### src/rtl/imm_gen_pipe.sv
// imm_gen_pipe: registered immediate extender with a 2-entry skid buffer.
// Captures instruction bits [31:7], an immediate type and a sideband tag.
// Produces the XLEN-wide immediate one cycle after the instruction is accepted.
//
// Handshake: a transfer happens on a rising edge where valid & ready are both
// high. A producer holds valid and its payload until that transfer. in_ready
// depends only on state and rst, never on out_ready. out_* stays stable while
// out_valid=1 and out_ready=0.
module imm_gen_pipe #(
  parameter int XLEN  = 32,
  parameter int TAG_W = 32
) (
  input  logic             clk,
  input  logic             rst,
  input  logic             flush,
  input  logic             in_valid,
  output logic             in_ready,
  input  logic [24:0]      in_inst,
  input  logic [2:0]       in_type,
  input  logic [TAG_W-1:0] in_tag,
  output logic             out_valid,
  input  logic             out_ready,
  output logic [XLEN-1:0]  out_imm,
  output logic [2:0]       out_type,
  output logic [TAG_W-1:0] out_tag
);

  // Shared immediate type encodings; codes not listed here produce zero.
  localparam logic [2:0] RTYPE   = 3'd0;
  localparam logic [2:0] ITYPE   = 3'd1;
  localparam logic [2:0] STYPE   = 3'd2;
  localparam logic [2:0] BTYPE   = 3'd3;
  localparam logic [2:0] UTYPE   = 3'd4;
  localparam logic [2:0] JTYPE   = 3'd5;
  localparam logic [2:0] CSRTYPE = 3'd6;

  if (XLEN != 32 && XLEN != 64) begin : g_xlen_check
    $error("imm_gen_pipe: XLEN must be 32 or 64");
  end

  // Renumber the incoming bits so the slices below read like the ISA manual.
  logic [31:7] inst;
  logic        s;
  assign inst = in_inst;
  assign s    = inst[31];

  logic [XLEN-1:0] ext_imm;

  // Combinational extension on the input side; RTYPE and unknown codes give 0.
  always_comb begin
    ext_imm = '0;
    unique case (in_type)
      ITYPE:   ext_imm = {{(XLEN-12){s}}, inst[31:20]};
      STYPE:   ext_imm = {{(XLEN-12){s}}, inst[31:25], inst[11:7]};
      BTYPE:   ext_imm = {{(XLEN-12){s}}, inst[7], inst[30:25], inst[11:8], 1'b0};
      UTYPE:   ext_imm = {{(XLEN-31){s}}, inst[30:12], 12'b0};
      JTYPE:   ext_imm = {{(XLEN-20){s}}, inst[19:12], inst[20], inst[30:21], 1'b0};
      CSRTYPE: ext_imm = {{(XLEN-5){1'b0}}, inst[19:15]};
      RTYPE:   ext_imm = '0;
      default: ext_imm = '0;
    endcase
  end

  // Main (output) register and skid register.
  logic             main_valid_q, main_valid_d;
  logic [XLEN-1:0]  main_imm_q,   main_imm_d;
  logic [2:0]       main_type_q,  main_type_d;
  logic [TAG_W-1:0] main_tag_q,   main_tag_d;
  logic             skid_valid_q, skid_valid_d;
  logic [XLEN-1:0]  skid_imm_q,   skid_imm_d;
  logic [2:0]       skid_type_q,  skid_type_d;
  logic [TAG_W-1:0] skid_tag_q,   skid_tag_d;

  logic accept;
  logic drain;

  assign in_ready  = ~skid_valid_q & ~rst;
  assign accept    = in_valid & in_ready;
  assign drain     = main_valid_q & out_ready;

  assign out_valid = main_valid_q;
  assign out_imm   = main_imm_q;
  assign out_type  = main_type_q;
  assign out_tag   = main_tag_q;

  // Next-state selection; flush wins, then skid refill, then direct load.
  always_comb begin
    main_valid_d = main_valid_q;
    main_imm_d   = main_imm_q;
    main_type_d  = main_type_q;
    main_tag_d   = main_tag_q;
    skid_valid_d = skid_valid_q;
    skid_imm_d   = skid_imm_q;
    skid_type_d  = skid_type_q;
    skid_tag_d   = skid_tag_q;
    if (flush) begin
      main_valid_d = 1'b0;
      skid_valid_d = 1'b0;
    end else if (drain && skid_valid_q) begin
      // in_ready is low while the skid holds data, so no accept can collide.
      main_imm_d   = skid_imm_q;
      main_type_d  = skid_type_q;
      main_tag_d   = skid_tag_q;
      skid_valid_d = 1'b0;
    end else if (accept && (!main_valid_q || drain)) begin
      main_valid_d = 1'b1;
      main_imm_d   = ext_imm;
      main_type_d  = in_type;
      main_tag_d   = in_tag;
    end else if (accept) begin
      skid_valid_d = 1'b1;
      skid_imm_d   = ext_imm;
      skid_type_d  = in_type;
      skid_tag_d   = in_tag;
    end else if (drain) begin
      main_valid_d = 1'b0;
    end
  end

  // State register with asynchronous reset clearing valids and payloads.
  always_ff @(posedge clk or posedge rst) begin
    if (rst) begin
      main_valid_q <= 1'b0;
      main_imm_q   <= '0;
      main_type_q  <= '0;
      main_tag_q   <= '0;
      skid_valid_q <= 1'b0;
      skid_imm_q   <= '0;
      skid_type_q  <= '0;
      skid_tag_q   <= '0;
    end else begin
      main_valid_q <= main_valid_d;
      main_imm_q   <= main_imm_d;
      main_type_q  <= main_type_d;
      main_tag_q   <= main_tag_d;
      skid_valid_q <= skid_valid_d;
      skid_imm_q   <= skid_imm_d;
      skid_type_q  <= skid_type_d;
      skid_tag_q   <= skid_tag_d;
    end
  end

endmodule

### config.mk
export PLATFORM = sky130hd
export DESIGN_NAME = imm_gen_pipe
export DESIGN_NICKNAME = d
export VERILOG_FILES = /design/src/rtl/imm_gen_pipe.sv
export SDC_FILE = /design/constraint.sdc
export NUM_CORES = 1
export LEC_CHECK = 0
export CAP_MARGIN = 20
export CELL_PAD_IN_SITES_DETAIL_PLACEMENT = 1
export CELL_PAD_IN_SITES_GLOBAL_PLACEMENT = 1
export CORE_ASPECT_RATIO = 1.25
export CORE_UTILIZATION = 35
export CTS_CLUSTER_SIZE = 10
export DETAILED_ROUTE_END_ITERATION = 8
export PLACE_DENSITY_LB_ADDON = 0.15
export SLEW_MARGIN = 30
export SYNTH_ARGS = -nofsm -noshare
export SYNTH_HDL_FRONTEND = slang
export SYNTH_SLANG_ARGS = --single-unit
### constraint.sdc
create_clock -name clk -period 6.2 [get_ports clk]
set_input_delay 0.93 -clock clk [delete_from_list [all_inputs] [get_ports clk]]
set_output_delay 0.93 -clock clk [all_outputs]
set_load 0.01 [all_outputs]
# Word level (Yosys, flattened, before mapping)
# Index checks and enable logic that the tools add are counted.
# word_totals
rom_bits	0
memories	0
wordCells	52
register_bits	136
latch_bits	0
mem_bits_rw	0
output_inout_bits	69
# classes
eq_ne	9
n_reduce_logical	11
magnitude_cmp	0
shift	0
div	0
muxes	16
mul	0
n_bitwise	8
addsub	0
# ops
operator	n
case mux 32 bit (6 select lines)	1
two-way mux 32 bit	4
equality test 3 bit (second input constant)	3
two-way mux 1 bit	9
equality test 3 x 2 -> 1 bit (second input constant)	2
two-way mux 3 bit	2
nonzero test 3 bit	2
inverter 1 bit	5
AND reduction 2 bit	2
AND reduction 4 bit	1
AND 1 bit	3
equality test 3 x 1 -> 1 bit (second input constant)	1
!= test 3 x 2 -> 1 bit (second input constant)	1
!= test 3 bit (second input constant)	1
AND reduction 3 bit	1
logical AND 1 bit	2
!= test 2 bit (second input constant)	1
nonzero test 2 bit	1
logical NOT 1 bit	1
logical OR 1 bit	1

# Depth between registers and ports, before layout
# Gate-level depths: netlist of the first run.
# depth
word_depth	7
mapped_depth	7

# Worst setup path before layout of the first run
# No wires, ideal clock.
# synth_path
path_type	input to register
from	input port rst
to	register skid_valid_q
arrival_time_ns	4.245
setup_slack_ns	1.853
cell_stages	3
cell_sequence	inv_1 > a31oi_1 > a211oi_1
# synth_between
elab_chain_len	6
# synth_rtl
element	line	source
start: declaration	14	input logic rst,
inverter 1 bit *	77	assign in_ready = ~skid_valid_q & ~rst;
AND 1 bit *	77	
AND 1 bit *	78	assign accept = in_valid & in_ready;
logical AND 1 bit	105	end else if (accept && (!main_valid_q || drain)) begin
!= test 3 bit (no line)	--	
AND reduction 2 bit (no line) *	--	
end signal: assignment	136	skid_valid_q <= skid_valid_d;
end: declaration	69	logic skid_valid_q, skid_valid_d;
# Every way passes the cells marked *; elsewhere a longest branch is shown, timed or not.
# A chain may end at the register's enable or synchronous reset.

# Worst setup path in the final report of the first run
# layout_path
from	input port in_type[0]
to	register main_imm_q[9], in the netlist out_imm[9]
# layout_between
elab_chain_len	4
# layout_rtl
element	line	source
start: declaration	19	input logic [2:0] in_type,
equality test 3 bit, or another cell as far along	52	unique case (in_type)
case mux 32 bit (6 select lines) *	52	
two-way mux 32 bit *	105	
two-way mux 32 bit *	99	end else if (drain && skid_valid_q) begin
end signal: assignment	133	main_imm_q <= main_imm_d;
end: declaration	66	logic [XLEN-1:0] main_imm_q, main_imm_d;
# Every way passes the cells marked *; elsewhere a longest branch is shown, timed or not. The select of a mux whose other input is x is not followed.

==> results.ini, run 1 <==
[drt]
drt_iter0_markers=249
drc=0
viasPerCell=5.30
drtPass1Iterations=4
post_drt_wl_per_cell_um=17.6
antenna_left=0
wl_um=18300
route.vias.total=5498

[cts]
clk_pin_slew_ns=0.06
ctsResizeCount=0
post_cts_buffers=0
clk_latency_ns=0.42
cts_root_buf=clkbuf_16
clock_path_buffers=2
cts_buffers=17
cts_tree=done
clock-sinks=136
ctsHtreeMaxLevel=4
cts_hold_buf=0

[floorplanning]
dieHeight_um=150
die_w_um=120
start_util=0.360
ios=134
core_area_um2=16900
die-area_um2=17900
row_count=53

[synthesis]
synth_common_cells=nand2_1 (240), dfrtp_1 (136), nor2_1 (54)
syn_avg_cell_area_um2=8.69
synth_top_area_cell=dfrtp_1
post-synth-top-count-cell=nand2_1
synth_cells=701
yosysSeqAreaShare=0.559
synth_edf_count=0
netlist.area_leader.share=0.559
synth-main-ff-cell=dfrtp_1
syn_area_um2=6090
synth_fp_nets=766
synthTopCellsByArea=dfrtp_1 (56%), nand2_1 (15%), a31oi_1 (4.9%), nor2_1 (3.3%), o21ai_0 (3.0%)
yosysWarnings=0
synth-seq-cells=136
ys_async_sr_fraction=1.00
yosysUniqueCellTypes=33

[timing]
fmax_mhz=318
slew_viol_final=0
relSlewSlack=0.376
final_hold_viol_count=0
fin_worst_skew_ns=0.00613
period_minus_slack_ns=3.15
finalSetupTns_ns=0
setup_viol=0
layout_setup_ws_ns=3.05
tightest_slew_ns=0.936
rsz0062_at_grt=no
fin_crit_sh=0.507
hold_ws_ns=0.472

[final_layout]
area_growth_pct=34.6
diodes=0
drive_above_1_share=0.0575
fin_cells=1037
utilization=0.485
final_area_um2=8200
nets=869

[grt]
grt_pass1_wl_um=30300
grt_pass1_vias=5965
overflow=0
antenna_found_initial=0
grt_busiest_layer=met2
gr-usage-all-layers=0.217
met2_usage=0.370
grt.met1_usage=0.260
use_met3=0.0534
grt_start_max_net_pins=93

[critical_path]
worst-path-max-fanout=24
r2r_slack_ns=3.69
crit_path_start_kind=input pin
crit_required_ns=6.55
worstSetupPathType=input pin to flop
crit_path_end_kind=flop
cp.arrival_ns=3.49

[status]
status=finished clean

[placed_design]
dpl_cell_area_um2=7560
hpwl_um=11400
placed_cells=1005
post-place-ws_ns=2.63
place_congestion=0.748
io_buffers=133

[min_path]
min-delay-path-class=flop to flop

[job]
cap_violations=0

[power_and_ir_drop]
p_leak_nw=3.59
p_total_mw=2.74
max-vdd-ir-drop_uv=146
powerDensity_nw_per_um2=334

-- path summary, 6_finish.rpt --
kind | from | endpoint | cells past startpoint
worst min-delay path | skid_tag_q[13]$_DFFE_PP0P_ | skid_tag_q[13]$_DFFE_PP0P_ | 2
min in group asynchronous | rst | out_tag[0]$_DFFE_PP0P_ | 2
worst max-delay path | in_type[0] | out_imm[9]$_DFFE_PP0P_ | 5
worst min register to register | skid_tag_q[13]$_DFFE_PP0P_ | skid_tag_q[13]$_DFFE_PP0P_ | 2
worst max register to register | skid_valid_q$_DFFE_PP0P_ | out_imm[1]$_DFFE_PP0P_ | 5
max in group asynchronous | rst | skid_imm_q[24]$_DFFE_PP0P_ | 3
-- registers in the layout, summed over array words and instances, names as in the netlist --
signal        count
out_valid         1
out_tag          32
skid_tag_q       32
out_imm          32
skid_type_q       3
out_type          3
skid_valid_q      1
skid_imm_q       32
-- cells in the final DEF, fill, tap and decap left out, types with 6 or more instances in the layout --
cell               n
nand3_1           14
a21oi_1           13
o22a_1            11
o22ai_1           15
a221oi_1           8
nand3b_1          16
inv_1              6
clkbuf_16         17
nor2_1            54
buf_4              8
o21ai_0           37
a31oi_1           48
nand2_1          240
o21ai_1           13
clkdlybuf4s50_1  133
dfrtp_1          136
-- per-layer routing --
layer | vias up | routed length (µm)
li1 | 2583 | -
met1 | 2742 | 7820
met2 | 140 | 9060
met3 | 33 | 906
met4 | 0 | 482
met5 | - | 0
-- area by class of cell --
class,count,area [µm²]
Inverter,7,31.3
Clock inverter,13,191
Fill cell,1951,8710
Tap cell,220,275
Clock buffer,19,453
Sequential cell,136,3400
Multi-Input combinational cell,501,2450
Timing Repair Buffer,141,1390
-- power by group --
part	total (mW)	switching, mW	internal (mW)
Combinational	0.500	0.231	0.269
Sequential	1.13	0.0896	1.04
Clock	1.11	0.408	0.699
-- kinds of logic (layout without fill, tap and decap cells) --
kind of cell           Yosys count  after routing  synth area share
flip-flops                     136            136             0.559
AND/OR/NAND/NOR                338            338             0.228
AO/OA/AOI/OAI                  160            160             0.166
multiplexers                     3              3           0.00513
buffers and inverters           64            180            0.0427
-- worst max-delay path: stages --
cell and delay (ns):
clkdlybuf4s50_1 0.98, nor2_1 0.39, a21oi_1 0.80, nand3_1 0.18, a31oi_1 0.20
Note: power is estimated with default switching activity, not from simulation.
==> run 2: changes to the inputs <==
Clock period 6.2 ns to 2.9 ns, I/O delays scaled along.
==> run 2 against run 1 <==
Net effect: first-iteration DRC count down 26%; design area up 0.88%; sequential cell count unchanged; clock power up 95%; global-route usage down 0.075 points; critical path type is now flop to flop; largest cell class unchanged; largest power group unchanged.
==> results.ini, run 2 (synthesis gave the netlist of run 1 again) <==
[drt]
drt_iter0_markers=185  ; -26%
antenna_left=0  ; unchanged
post_drt_wl_per_cell_um=17.2  ; -2.3%
drtPass1Iterations=4  ; unchanged
drc=0  ; unchanged
viasPerCell=5.23  ; -1.3%
wl_um=18000  ; -1.2%
route.vias.total=5483  ; -0.27%

[grt]
gr-usage-all-layers=0.217  ; -0.000753
grt_pass1_wl_um=30400  ; +0.34%
overflow=0  ; unchanged
grt_start_max_net_pins=129  ; +39%
antenna_found_initial=0  ; unchanged
grt_pass1_vias=5930  ; -0.59%

[critical_path]
crit_chain=or3b_1 -> or3_2 -> buf_4 -> nand2_1 -> nand2_1
slowest_stage=or3_2
r2r_cells=5  ; unchanged
worst-path-buf-inv=1  ; unchanged
crit_path_start_kind=flop
reg2reg_to=skid_tag_q[0]$_DFFE_PP0P_
path_delay_family=simple AND/OR/NAND/NOR gates
cp_common_cell=nand2_1
r2r_slack_ns=0.69  ; -3.00 ns
crit_path_end_kind=flop
r2r_start=skid_valid_q$_DFFE_PP0P_
worstSetupPathType=flop to flop
crit_required_ns=3.20  ; -3.35 ns
cp.arrival_ns=2.51  ; -0.98 ns
cpPeakStageDelay_ns=0.68  ; -0.30 ns
worst-path-max-fanout=29  ; +21%

[cts]
clk_pin_slew_ns=0.06  ; about the same
cts_tree=done
ctsResizeCount=0  ; unchanged
post_cts_buffers=0  ; unchanged
clock-sinks=136  ; unchanged
cts_buffers=17  ; unchanged
cts_root_buf=clkbuf_16
clk_latency_ns=0.42  ; about the same
ctsHtreeMaxLevel=4  ; unchanged
cts_hold_buf=0  ; unchanged
clock_path_buffers=2  ; unchanged

[final_layout]
drive_above_1_share=0.0688  ; +0.0113
utilization=0.489  ; +0.00429
area_growth_pct=35.8
mostFrequentLayoutCells=nand2_1 (240), dfrtp_1 (136), clkdlybuf4s50_1 (133), nor2_1 (54), a31oi_1 (48)
final_common_cell=nand2_1
nets=880  ; +1.3%
fin_cells=1048  ; +1.1%
diodes=0  ; unchanged
nFillCells=1950  ; -0.051%

[timing]
rsz0062_at_grt=no
setup_viol=0  ; unchanged
relSlewSlack=0.535  ; +0.159
period_minus_slack_ns=2.21
fin_worst_skew_ns=0.00948  ; +0.00335 ns
fin_crit_sh=0.761
finalSetupTns_ns=0  ; unchanged
final_hold_viol_count=0  ; unchanged
tightest_slew_ns=0.698  ; -0.239 ns
slew_viol_final=0  ; unchanged
fmax_mhz=453

[floorplanning]
die_w_um=120  ; unchanged
ios=134  ; unchanged
dieHeight_um=150  ; unchanged
core_area_um2=16900  ; unchanged
start_util=0.360  ; unchanged
die-area_um2=17900  ; unchanged
row_count=53  ; unchanged

[status]
status=finished clean

[power_and_ir_drop]
p_total_mw=5.67  ; +110%
powerDensity_nw_per_um2=685  ; +110%
p_leak_nw=3.63  ; +0.90%
max-vdd-ir-drop_uv=329  ; +120%

[placed_design]
io_buffers=133  ; unchanged
hpwl_um=12200  ; +6.5%
place_congestion=0.793  ; +6.1%
placed_cells=1016  ; +1.1%

[min_path]
min-delay-path-class=input pin to async pin

[job]
cap_violations=0  ; unchanged

run 2: cell types whose count changed in the layout (fill, tap and decap cells not counted), sizes merged:
cell      delta
bufinv       -2
clkinv       +1
inv          -2
buf         +11
clkinvlp     +3
run 2: worst max-delay path by stage:
stage,startpoint,end,slack [ns],cells after the start
6_report,skid_valid_q$_DFFE_PP0P_,skid_tag_q[0]$_DFFE_PP0P_,0.69,5
5_1_grt,skid_valid_q$_DFFE_PP0P_,skid_tag_q[11]$_DFFE_PP0P_,0.58,5
4_1_cts,skid_valid_q$_DFFE_PP0P_,skid_tag_q[0]$_DFFE_PP0P_,0.67,5
3_5_place_dp,rst,skid_tag_q[0]$_DFFE_PP0P_,0.26,6
3_3_place_gp,rst,skid_tag_q[26]$_DFFE_PP0P_,0.32,6
2_1_floorplan,rst,skid_valid_q$_DFFE_PP0P_,-0.07,3
run 2: metrics by stage:
| stage | area [µm²] | hold slack (ns) | worst slack, ns |
|---|---|---|---|
| floorplan | 6100 | 0.445 | -0.0688 |
| global placement | 7680 | 0.458 | 0.324 |
| detailed placement | 7680 | 0.468 | 0.258 |
| CTS | 8270 | 0.338 | 0.675 |
| global route | 8270 | 0.370 | 0.579 |
| finish | 8270 | 0.343 | 0.694 |
run 2: area by class of cell:
cell class / count / area [µm²] / area share
multi-input cells: 501 / 2450 / 0.296
clock buffers: 19 / 443 / 0.0535
repair buffers: 152 / 1520 / 0.184
well taps: 220 / 275 / 0.0333
inverters: 7 / 30.0 / 0.00363
flip-flops and latches: 136 / 3400 / 0.411
clock inverters: 13 / 146 / 0.0177
run 2: routing by layer:
layer,share of wire,track usage,vias up
met3,0.043,0.0389,21
met1,0.42,0.267,2726
li1,-,-,2607
met2,0.51,0.375,129
met5,0,0,-
met4,0.018,0.0850,0
run 2: report_power, final:
group / leakage [nW] / switching (mW) / internal, mW / total [mW]
Clock: 0.273 / 0.866 / 1.30 / 2.16
Combinational: 1.65 / 0.499 / 0.587 / 1.09
Sequential: 1.70 / 0.190 / 2.23 / 2.42
Total: 3.63 / 1.55 / 4.11 / 5.67
run 2: worst register-to-register path, stage by stage (launching register included):
cell	delay, ns
dfrtp_1	0.47
or3b_1	0.43
or3_2	0.68
buf_4	0.33
nand2_1	0.13
nand2_1	0.06
==> run 3: changes to the inputs <==
Settings changed: CORE_UTILIZATION 35 to 34.
Clock period 2.9 ns to 1.9 ns, I/O delays scaled along.
==> run 3 against run 2 <==
Net effect: clock skew decreased by 0.0026 ns; largest power group unchanged; final cell count increased by 3.7%; worst setup slack got worse by 0.66 ns; first-iteration DRC count increased by 35%; register-to-register slack got worse by 0.66 ns; critical endpoint is now skid_tag_q[30]$_DFFE_PP0P_; largest cell class unchanged; power increased by 55%; design area increased by 5.7%; via count increased by 4.5%; sequential power increased by 53%; count of clock-buffer cells in the layout increased by 2; clock power increased by 53%; global-route usage decreased by 0.30 points.
==> results.ini, run 3 (synthesis gave the netlist of run 1 again) <==
[floorplanning]
start_util=0.348  ; -0.0121
die_w_um=122  ; +1.4%
dieHeight_um=152  ; +1.4%
die-area_um2=18500  ; +2.9%
row_count=54  ; +1.9%
ios=134  ; unchanged
core_area_um2=17500  ; +3.5%

[power_and_ir_drop]
max-vdd-ir-drop_uv=620  ; +88%
p_leak_nw=3.88  ; +7.0%
p_total_mw=8.76  ; +55%
powerDensity_nw_per_um2=1000  ; +46%

[grt]
grt_start_max_net_pins=121  ; -6.2%
gr-usage-all-layers=0.214  ; -0.00301
grt_pass1_vias=5931  ; +0.017%
overflow=0  ; unchanged
grt_pass1_wl_um=30400  ; -0.11%
antenna_found_initial=0  ; unchanged

[timing]
final_hold_viol_count=0  ; unchanged
period_minus_slack_ns=1.87  ; -0.337 ns
fmax_mhz=535  ; +18%
relSlewSlack=0.567  ; +0.0317
hold_ws_ns=0.425  ; +0.0815 ns
fin_worst_skew_ns=0.00684  ; -0.00264 ns
slew_viol_final=0  ; unchanged
tightest_slew_ns=0.650  ; -0.0476 ns
layout_setup_ws_ns=0.0305  ; -0.663 ns
fin_crit_sh=0.984  ; +0.223
setup_viol=0  ; unchanged

[min_path]
hp-start=in_tag[27]
min-delay-path-class=input pin to flop

[critical_path]
worst-path-max-fanout=17  ; -41%
crit_required_ns=2.20  ; -1.00 ns
crit_path_start_kind=flop
r2r_start=skid_valid_q$_DFFE_PP0P_
crit_start=skid_valid_q$_DFFE_PP0P_
cp.arrival_ns=2.17  ; -0.34 ns
worstSetupPathType=flop to flop
crit_path_end_kind=flop

[cts]
clock_path_buffers=2  ; unchanged
cts_root_buf=clkbuf_16
cts_tree=done
clock-sinks=136  ; unchanged
ctsHtreeMaxLevel=4  ; unchanged
cts_buffers=17  ; unchanged
clk_pin_slew_ns=0.06  ; about the same
clk_latency_ns=0.42  ; about the same

[drt]
antenna_left=0  ; unchanged
wl_um=19700  ; +9.3%
drtPass1Iterations=4  ; unchanged
post_drt_wl_per_cell_um=18.1  ; +5.3%
route.vias.total=5730  ; +4.5%
drc=0  ; unchanged
viasPerCell=5.27  ; +0.76%
drt_iter0_markers=250  ; +35%

[final_layout]
mostFrequentLayoutCells=nand2_1 (240), dfrtp_1 (135), clkdlybuf4s50_1 (132), nor2_1 (54), a31oi_1 (48)
nFillCells=1984  ; +1.7%
final_common_cell=nand2_1
final_area_um2=8740  ; +5.7%
area_growth_pct=43.5
nets=916  ; +4.1%
diodes=0  ; unchanged
utilization=0.500  ; +0.0103
multiInputGateArea_um2=2470  ; +0.61%
drive_above_1_share=0.111  ; +0.0424
seqCellArea_um2=3400  ; about the same

[placed_design]
dpl_cell_area_um2=7960  ; +3.6%
hpwl_um=12900  ; +6.0%
place_congestion=0.820  ; +3.4%
io_buffers=133  ; unchanged
post-place-ws_ns=-0.373  ; -0.632 ns

[job]
cap_violations=0  ; unchanged

[status]
status=finished clean

-- run 3: cell count changes in the layout (fill, tap and decap cells not counted), moves of 3 or more --
cell       change
o21ai_1        +3
clkbuf_16      +6
buf_4         +22
buf_6          +3
buf_12         +5
o21ai_0        -3
-- run 3: power by group --
part	switching [mW]	leakage, nW	internal (mW)	total (mW)
sequential	0.294	1.70	3.40	3.70
clock	1.27	0.282	2.03	3.31
combinational	0.797	1.90	0.958	1.76
total	2.37	3.88	6.39	8.76
-- run 3: area by class of cell --
type                    count  share of cell area
clock buffers              21              0.0538
clock inverters            10              0.0136
inverters                   7             0.00343
multi-input cells         501               0.282
flip-flops and latches    136               0.389
well taps                 224              0.0321
repair buffers            188               0.226
-- run 3: per-stage QoR --
stage | instances | setup TNS (ns)
finish | 1087 | 0
detailed placement | 1048 | -37.96
global route | 1087 | -0.0541
CTS | 1079 | 0
global placement | 1048 | -34.74
floorplan | 701 | -12.82
-- run 3: final timing paths --
kind,endpoint,cells past startpoint,slack [ns]
setup / recovery,skid_tag_q[30]$_DFFE_PP0P_,6,0.03
hold / removal,skid_tag_q[27]$_DFFE_PP0P_,3,0.42
setup reg to reg,skid_tag_q[30]$_DFFE_PP0P_,6,0.03
hold reg to reg,skid_tag_q[11]$_DFFE_PP0P_,2,0.48
max in group asynchronous,out_imm[27]$_DFFE_PP0P_,4,0.85
min in group asynchronous,out_tag[2]$_DFFE_PP0P_,4,0.43
-- run 3: layer usage --
metal,vias up,GRT usage,share of wire
met5,-,0,0
met4,0,0.0753,0.025
met3,33,0.0423,0.044
met2,144,0.384,0.53
met1,2873,0.251,0.41
li1,2680,-,-
-- run 3: critical path, cell delays in order, from the launching register on --
cell and delay (ns):
dfrtp_1 0.38, or3b_4 0.38, or3_2 0.51, buf_12 0.18
buf_12 0.15, nand2_1 0.07, nand2_1 0.08
-- run 3: repair_timing --
item | in CTS | in global routing
setup endpoints to repair | 1 | 61
pin swaps | 0 | 2
buffers inserted | 0 | 2
gates resized for setup | 1 | 10
gates cloned | 0 | 6
hold buffers | 0 | 0
